`config.mk`:
```
export PLATFORM = sky130hd
export DESIGN_NAME = mac_sequencer_flat
export DESIGN_NICKNAME = d
export VERILOG_FILES = /design/src/rtl/mlp_pkg.sv /design/src/rtl/mac_sequencer_if.sv /design/src/rtl/mac_sequencer.sv /design/src/flat_wrapper.sv
export SDC_FILE = /design/constraint.sdc
export NUM_CORES = 1
export LEC_CHECK = 0
export CORE_UTILIZATION = 25
export CTS_BUF_LIST = sky130_fd_sc_hd__clkbuf_16
export DETAILED_ROUTE_END_ITERATION = 10
export PLACE_DENSITY = 0.5
export RECOVER_POWER = 50
export SKIP_LAST_GASP = 1
export SLEW_MARGIN = 40
export SYNTH_ARGS = -nofsm -noshare
export SYNTH_HDL_FRONTEND = slang
export SYNTH_SLANG_ARGS = --single-unit
```
`constraint.sdc`:
```
create_clock -name clk -period 2.3 [get_ports clk]
set_input_delay 0.69 -clock clk [delete_from_list [all_inputs] [get_ports clk]]
set_output_delay 0.69 -clock clk [all_outputs]
set_load 0.02 [all_outputs]
```
`src/rtl/mlp_pkg.sv`:
```
// mlp_pkg
//   Shared definitions for the MLP datapath blocks: default operand, result
//   and address widths, the default MAC pipeline latency, and the
//   mac_sequencer FSM state encoding.
package mlp_pkg;

  localparam int unsigned A_WIDTH_DEF     = 8;
  localparam int unsigned B_WIDTH_DEF     = 8;
  localparam int unsigned R_WIDTH_DEF     = 32;
  localparam int unsigned ADDR_WIDTH_DEF  = 8;
  localparam int unsigned MAC_LATENCY_DEF = 1;

  // IDLE   : waiting for a command; the only state that accepts one
  // FETCH  : one operand-memory read per cycle
  // DRAIN  : last operands are in the MAC pipeline, waiting for the result
  // OUTPUT : result is held on the output stream until the consumer takes it
  typedef enum logic [1:0] {
    IDLE   = 2'd0,
    FETCH  = 2'd1,
    DRAIN  = 2'd2,
    OUTPUT = 2'd3
  } seq_state_e;

endpackage

```
`src/rtl/mac_sequencer_if.sv`:
```
// mac_sequencer_if
//   Bundles every non-clock/reset signal of mac_sequencer.
//   master : the sequencer view (takes commands, drives memory reads, MAC
//            controls and the result stream).
//   slave  : the surrounding view (command source, operand memories, MAC,
//            result consumer).
//   Signals:
//     cmd_valid/cmd_ready, cmd_len, cmd_a_base, cmd_b_base : command channel
//     rd_en, a_rd_addr, b_rd_addr, a_rd_data, b_rd_data   : operand memories
//     mac_start, mac_valid, mac_a, mac_b, mac_result       : MAC block
//     out_valid/out_ready, out_data                        : result stream
interface mac_sequencer_if
  import mlp_pkg::*;
#(
  parameter int unsigned A_WIDTH    = A_WIDTH_DEF,
  parameter int unsigned B_WIDTH    = B_WIDTH_DEF,
  parameter int unsigned R_WIDTH    = R_WIDTH_DEF,
  parameter int unsigned ADDR_WIDTH = ADDR_WIDTH_DEF
);

  logic                  cmd_valid;
  logic                  cmd_ready;
  logic [ADDR_WIDTH:0]   cmd_len;
  logic [ADDR_WIDTH-1:0] cmd_a_base;
  logic [ADDR_WIDTH-1:0] cmd_b_base;

  logic                  rd_en;
  logic [ADDR_WIDTH-1:0] a_rd_addr;
  logic [ADDR_WIDTH-1:0] b_rd_addr;
  logic [A_WIDTH-1:0]    a_rd_data;
  logic [B_WIDTH-1:0]    b_rd_data;

  logic                  mac_start;
  logic                  mac_valid;
  logic [A_WIDTH-1:0]    mac_a;
  logic [B_WIDTH-1:0]    mac_b;
  logic [R_WIDTH-1:0]    mac_result;

  logic                  out_valid;
  logic                  out_ready;
  logic [R_WIDTH-1:0]    out_data;

  modport master (
    input  cmd_valid, cmd_len, cmd_a_base, cmd_b_base,
    input  a_rd_data, b_rd_data, mac_result, out_ready,
    output cmd_ready, rd_en, a_rd_addr, b_rd_addr,
    output mac_start, mac_valid, mac_a, mac_b, out_valid, out_data
  );

  modport slave (
    output cmd_valid, cmd_len, cmd_a_base, cmd_b_base,
    output a_rd_data, b_rd_data, mac_result, out_ready,
    input  cmd_ready, rd_en, a_rd_addr, b_rd_addr,
    input  mac_start, mac_valid, mac_a, mac_b, out_valid, out_data
  );

endinterface

```
`src/rtl/mac_sequencer.sv`:
```
// mac_sequencer
//   Runs one dot product per command: reads N operand pairs from two
//   memories (1-cycle read latency), streams them into an external MAC
//   (first pair flagged with mac_start, the rest with mac_valid), waits for
//   the MAC pipeline to settle, and returns the accumulated result on a
//   valid/ready stream.
//   Ports:
//     clk  : clock
//     rst  : synchronous active-high reset
//     bus  : mac_sequencer_if.master (command, memory, MAC and result signals)
module mac_sequencer
  import mlp_pkg::*;
#(
  parameter int unsigned A_WIDTH     = A_WIDTH_DEF,
  parameter int unsigned B_WIDTH     = B_WIDTH_DEF,
  parameter int unsigned R_WIDTH     = R_WIDTH_DEF,
  parameter int unsigned ADDR_WIDTH  = ADDR_WIDTH_DEF,
  parameter int unsigned MAC_LATENCY = MAC_LATENCY_DEF
) (
  input logic             clk,
  input logic             rst,
  mac_sequencer_if.master bus
);

  localparam int unsigned LEN_W   = ADDR_WIDTH + 1;
  localparam int unsigned WAIT_W  = $clog2(MAC_LATENCY + 1) + 1;
  localparam logic [LEN_W-1:0]  MAX_LEN   = {1'b1, {ADDR_WIDTH{1'b0}}};
  localparam logic [WAIT_W-1:0] WAIT_LAST = WAIT_W'(MAC_LATENCY);

  seq_state_e            state_q, state_d;
  logic [ADDR_WIDTH-1:0] a_addr_q, a_addr_d;
  logic [ADDR_WIDTH-1:0] b_addr_q, b_addr_d;
  logic [LEN_W-1:0]      remaining_q, remaining_d;  // reads still to issue
  logic                  first_q, first_d;          // next read is element 0
  logic                  rd_vld_q, rd_vld_d;        // memory data returns now
  logic                  rd_first_q, rd_first_d;    // ...and it is element 0
  logic [WAIT_W-1:0]     wait_q, wait_d;            // cycles since last operand
  logic [R_WIDTH-1:0]    out_data_q, out_data_d;

  logic [LEN_W-1:0]      len_clamped;
  logic                  rd_en;
  logic [A_WIDTH-1:0]    mac_a;
  logic [B_WIDTH-1:0]    mac_b;

  // A full address space is the longest meaningful dot product.
  assign len_clamped = (bus.cmd_len > MAX_LEN) ? MAX_LEN : bus.cmd_len;

  assign rd_en = (state_q == FETCH);

  always_comb begin
    // NOTE: every signal written here gets a default first so no path
    // leaves it unassigned; otherwise synthesis infers a latch.
    state_d     = state_q;
    a_addr_d    = a_addr_q;
    b_addr_d    = b_addr_q;
    remaining_d = remaining_q;
    first_d     = first_q;
    wait_d      = wait_q;
    out_data_d  = out_data_q;
    rd_vld_d    = rd_en;
    rd_first_d  = rd_en && first_q;

    unique case (state_q)
      IDLE: begin
        if (bus.cmd_valid) begin
          if (len_clamped == '0) begin
            // Empty dot product: answer 0 without touching the memories.
            out_data_d = '0;
            state_d    = OUTPUT;
          end else begin
            a_addr_d    = bus.cmd_a_base;
            b_addr_d    = bus.cmd_b_base;
            remaining_d = len_clamped;
            first_d     = 1'b1;
            state_d     = FETCH;
          end
        end
      end

      FETCH: begin
        // Address arithmetic wraps modulo 2^ADDR_WIDTH by its width alone.
        a_addr_d    = a_addr_q + ADDR_WIDTH'(1);
        b_addr_d    = b_addr_q + ADDR_WIDTH'(1);
        remaining_d = remaining_q - LEN_W'(1);
        first_d     = 1'b0;
        if (remaining_q == LEN_W'(1)) begin
          // First DRAIN cycle is the cycle the last operands reach the MAC.
          wait_d  = '0;
          state_d = DRAIN;
        end
      end

      DRAIN: begin
        if (wait_q == WAIT_LAST) begin
          out_data_d = bus.mac_result;
          state_d    = OUTPUT;
        end else begin
          wait_d = wait_q + WAIT_W'(1);
        end
      end

      OUTPUT: begin
        if (bus.out_ready) state_d = IDLE;
      end

      default: state_d = IDLE;
    endcase
  end

  // NOTE: sequential state is updated with non-blocking assignments so every
  // flop samples the values from before this edge, independent of order.
  always_ff @(posedge clk) begin
    if (rst) begin
      state_q     <= IDLE;
      a_addr_q    <= '0;
      b_addr_q    <= '0;
      remaining_q <= '0;
      first_q     <= 1'b0;
      rd_vld_q    <= 1'b0;
      rd_first_q  <= 1'b0;
      wait_q      <= '0;
      out_data_q  <= '0;
    end else begin
      state_q     <= state_d;
      a_addr_q    <= a_addr_d;
      b_addr_q    <= b_addr_d;
      remaining_q <= remaining_d;
      first_q     <= first_d;
      rd_vld_q    <= rd_vld_d;
      rd_first_q  <= rd_first_d;
      wait_q      <= wait_d;
      out_data_q  <= out_data_d;
    end
  end

  // Operands are forwarded only while read data is returning; rd_vld_q is
  // cleared by reset, so reads in flight across a reset are dropped.
  assign mac_a = rd_vld_q ? bus.a_rd_data : '0;
  assign mac_b = rd_vld_q ? bus.b_rd_data : '0;

  assign bus.cmd_ready = (state_q == IDLE);
  assign bus.rd_en     = rd_en;
  assign bus.a_rd_addr = a_addr_q;
  assign bus.b_rd_addr = b_addr_q;
  assign bus.mac_start = rd_vld_q && rd_first_q;
  assign bus.mac_valid = rd_vld_q && !rd_first_q;
  assign bus.mac_a     = mac_a;
  assign bus.mac_b     = mac_b;
  assign bus.out_valid = (state_q == OUTPUT);
  assign bus.out_data  = out_data_q;

endmodule

```
`src/flat_wrapper.sv`:
```
// flat-port wrapper written by rule: the top's interface ports become plain ports
module mac_sequencer_flat import mlp_pkg::*;
#(
  parameter int unsigned A_WIDTH     = A_WIDTH_DEF,
  parameter int unsigned B_WIDTH     = B_WIDTH_DEF,
  parameter int unsigned R_WIDTH     = R_WIDTH_DEF,
  parameter int unsigned ADDR_WIDTH  = ADDR_WIDTH_DEF,
  parameter int unsigned MAC_LATENCY = MAC_LATENCY_DEF
)
  (clk, rst, bus_cmd_valid, bus_cmd_len, bus_cmd_a_base, bus_cmd_b_base, bus_a_rd_data, bus_b_rd_data, bus_mac_result, bus_out_ready, bus_cmd_ready, bus_rd_en, bus_a_rd_addr, bus_b_rd_addr, bus_mac_start, bus_mac_valid, bus_mac_a, bus_mac_b, bus_out_valid, bus_out_data);
  mac_sequencer_if #(.A_WIDTH(A_WIDTH), .B_WIDTH(B_WIDTH), .R_WIDTH(R_WIDTH), .ADDR_WIDTH(ADDR_WIDTH)) bus_i ();
  input logic clk;
  input logic rst;
  input wire logic [$bits(bus_i.cmd_valid)-1:0] bus_cmd_valid;
  input wire logic [$bits(bus_i.cmd_len)-1:0] bus_cmd_len;
  input wire logic [$bits(bus_i.cmd_a_base)-1:0] bus_cmd_a_base;
  input wire logic [$bits(bus_i.cmd_b_base)-1:0] bus_cmd_b_base;
  input wire logic [$bits(bus_i.a_rd_data)-1:0] bus_a_rd_data;
  input wire logic [$bits(bus_i.b_rd_data)-1:0] bus_b_rd_data;
  input wire logic [$bits(bus_i.mac_result)-1:0] bus_mac_result;
  input wire logic [$bits(bus_i.out_ready)-1:0] bus_out_ready;
  output wire logic [$bits(bus_i.cmd_ready)-1:0] bus_cmd_ready;
  output wire logic [$bits(bus_i.rd_en)-1:0] bus_rd_en;
  output wire logic [$bits(bus_i.a_rd_addr)-1:0] bus_a_rd_addr;
  output wire logic [$bits(bus_i.b_rd_addr)-1:0] bus_b_rd_addr;
  output wire logic [$bits(bus_i.mac_start)-1:0] bus_mac_start;
  output wire logic [$bits(bus_i.mac_valid)-1:0] bus_mac_valid;
  output wire logic [$bits(bus_i.mac_a)-1:0] bus_mac_a;
  output wire logic [$bits(bus_i.mac_b)-1:0] bus_mac_b;
  output wire logic [$bits(bus_i.out_valid)-1:0] bus_out_valid;
  output wire logic [$bits(bus_i.out_data)-1:0] bus_out_data;
  assign bus_i.cmd_valid = bus_cmd_valid;
  assign bus_i.cmd_len = bus_cmd_len;
  assign bus_i.cmd_a_base = bus_cmd_a_base;
  assign bus_i.cmd_b_base = bus_cmd_b_base;
  assign bus_i.a_rd_data = bus_a_rd_data;
  assign bus_i.b_rd_data = bus_b_rd_data;
  assign bus_i.mac_result = bus_mac_result;
  assign bus_i.out_ready = bus_out_ready;
  assign bus_cmd_ready = bus_i.cmd_ready;
  assign bus_rd_en = bus_i.rd_en;
  assign bus_a_rd_addr = bus_i.a_rd_addr;
  assign bus_b_rd_addr = bus_i.b_rd_addr;
  assign bus_mac_start = bus_i.mac_start;
  assign bus_mac_valid = bus_i.mac_valid;
  assign bus_mac_a = bus_i.mac_a;
  assign bus_mac_b = bus_i.mac_b;
  assign bus_out_valid = bus_i.out_valid;
  assign bus_out_data = bus_i.out_data;
  mac_sequencer #(.A_WIDTH(A_WIDTH), .B_WIDTH(B_WIDTH), .R_WIDTH(R_WIDTH), .ADDR_WIDTH(ADDR_WIDTH), .MAC_LATENCY(MAC_LATENCY)) u_core (.clk(clk), .rst(rst), .bus(bus_i));
endmodule
```
==> results.cfg <==
[route]
viasPerCell = 4.87
route.detailed.drc = 0
drtIter0Drc = 160
wl_um = 10200
drtPass1Iterations = 4
antenna_left = 0
post_drt_wl_per_cell_um = 15.0
vias = 3314

[setup_path]
cp-end-kind = primary output
crit_family = buffers and inverters
timing.critical_path.buf_inv = 2
max_stage_delay_ps = 440
r2r_setup_slack_ps = 210
critPathKind = input pin to primary output
worstPathArrival_ps = 1580
critPathRequiredTime_ps = 1610
crit_path_cell_trace = clkdlybuf4s50_1 -> and2_1 -> dlygate4sd2_1
crit_fanout = 1
cpMaxStageDelayCell = clkdlybuf4s50_1
start_kind = input pin

[clocking]
cts-root-buf = clkbuf_16
cts_max_level = 3
worstSkewPairLatency_ps = 330
cts_inserted_buffers = 9
postCtsHoldBufs = 0
numClockSinks = 64
clock_path_buffers = 2
clk_pin_slew_ps = 60
cts_tree = yes

[timing]
finalCritPeriodShare_pct = 98.7
tns_ps = 0
tightest_slew_ps = 652
fmaxAchievable_mhz = 440
period_needed_ps = 2270
final_hold_viol_count = 0
drv_slew = 0
rsz0062_at_grt = no
finClkSkew_ps = 11.1
maxSlewHeadroom_pct = 56.1
hold_slack_ps = 472
setup_viol = 0

[finish]
fillerInstances = 1199
drive_gt1_share_pct = 10.9
final_core_util_pct = 43.0
antenna_cells = 0
fin_area_mm2 = 0.00521
layout_commonest_cell = clkdlybuf4s50_1
fin_nets = 593
layout.cells.non_filler = 680
synthToLayoutAreaGrowth_pct = 67.1
layout_common_cells = 83 x clkdlybuf4s50_1, 63 x dfxtp_1, 44 x dlygate4sd3_1

[floorplanning]
dieArea_mm2 = 0.0129
die_height_um = 114
rows = 40
initial_core_util_pct = 25.8
ios = 146
die_x_um = 114
core_mm2 = 0.0121

[grt]
gr-total-overflow = 0
grt_usage_pct = 15.5
use_met2_pct = 25.0
grtUsageMet3_pct = 3.08
grt_pass1_vias = 3046
antenna_found_initial = 0
grt_max_degree = 39
busiest_layer = met2
met1_usage_pct = 20.6
grt_pass1_wl_um = 15900

[yosys]
synth_edf_count = 0
synthArstFlopShare_pct = 0
syn_nets = 431
synth_area_mm2 = 0.00312
ys.flop_type = dfxtp_1
avgSynthCellArea_um2 = 9.04
yosysWarningCount = 0
yosysSeqAreaShare_pct = 41.1
ys_types = 52
synthCells = 345
synth-seq-cells = 64

[place]
port_buffers = 145
place.gp.congestion = 0.792
dpl.hpwl_um = 7350
dpl_cell_area_mm2 = 0.00496
place_inst = 664

[power_and_ir_drop]
p_leak_nw = 2.09
ir_worst_vdd_mv = 0.433
power.density_mw_per_mm2 = 953

[job]
cap_viol_max_count = 0

[hold_path]
min_path_type = flop to flop

[run_status]
status = completed
-- sequential cells by signal, summed over array words and instances, names as in the netlist --
signal                cells
u_core.bus.a_rd_addr      8
u_core.remaining_q        9
u_core.bus.b_rd_addr      8
u_core.state_q            2
u_core.wait_q             2
u_core.first_q            1
u_core.bus.out_data      32
u_core.rd_vld_q           1
u_core.rd_first_q         1
-- cell usage after synthesis, types with 8 or more instances --
| library cell | instances | area share [%] |
|---|---|---|
| and2_1 | 17 | 3.4 |
| ha_1 | 9 | 3.6 |
| o21ai_0 | 12 | 1.9 |
| dfxtp_1 | 64 | 41 |
| a21oi_1 | 22 | 3.5 |
| nand3_1 | 8 | 1.3 |
| nor2_1 | 12 | 1.4 |
| nand2_1 | 20 | 2.4 |
| o32ai_1 | 8 | 2.2 |
| clkbuf_1 | 16 | 1.9 |
| nor3_1 | 12 | 1.9 |
| o22ai_1 | 8 | 1.6 |
| a22o_1 | 32 | 9.0 |
| nor2b_1 | 9 | 1.8 |
| inv_1 | 12 | 1.4 |
-- power breakdown --
part	total [mW]	internal (mW)	switching [mW]
Clock	1.35	0.836	0.514
Combinational	2.12	0.953	1.16
Sequential	1.50	1.28	0.222
-- logic make-up after synthesis --
kind of cell	after synthesis	synth area share, %
AO/OA/AOI/OAI	127	31.0
AND/OR/NAND/NOR	103	18.1
flip-flops	64	41.1
buffers and inverters	39	5.29
adder cells (fa/ha/maj)	9	3.61
multiplexers	3	0.963
-- worst paths after layout --
| path | startpoint | endpoint | cells past startpoint |
|---|---|---|---|
| min reg2reg | u_core.bus.out_data[9] | u_core.bus.out_data[9] | 1 |
| min | u_core.bus.out_data[9] | u_core.bus.out_data[9] | 1 |
| max reg2reg | u_core.remaining_q[0] | u_core.state_q[1] | 5 |
| max | bus_a_rd_data[0] | bus_mac_a[0] | 3 |
-- routing by layer --
layer	wire, µm	share of wire [%]
met1	4620	45
met2	4930	48
met4	67	0.66
met3	557	5.5
met5	0	0
-- timing repair --
item	CTS	global route
setup endpoints to repair	19	12
endpoints found under the hold margin	0	0
setup buffers	0	0
resized for setup	18	11
-- per-stage QoR --
| step | total power, mW | setup slack (ps) |
|---|---|---|
| 2_1_floorplan | 2.84 | 266 |
| 3_3_place_gp | 3.74 | -269 |
| 3_5_place_dp | 3.77 | -276 |
| 4_1_cts | 5.13 | 0.570 |
| 5_1_grt | 5.31 | 0.924 |
| 6_report | 4.97 | 29.6 |
-- layout make-up --
cell class / instances / area (µm²) / area share, %
inverter: 14 / 52.6 / 1.01
timing repair buffer: 176 / 1680 / 32.3
sequential: 64 / 1280 / 24.7
clock inverter: 7 / 70.1 / 1.34
multi-input combinational: 242 / 1690 / 32.3
clock buffer: 9 / 225 / 4.32
tap: 168 / 210 / 4.03
Note: power is estimated with default switching activity, not from simulation.
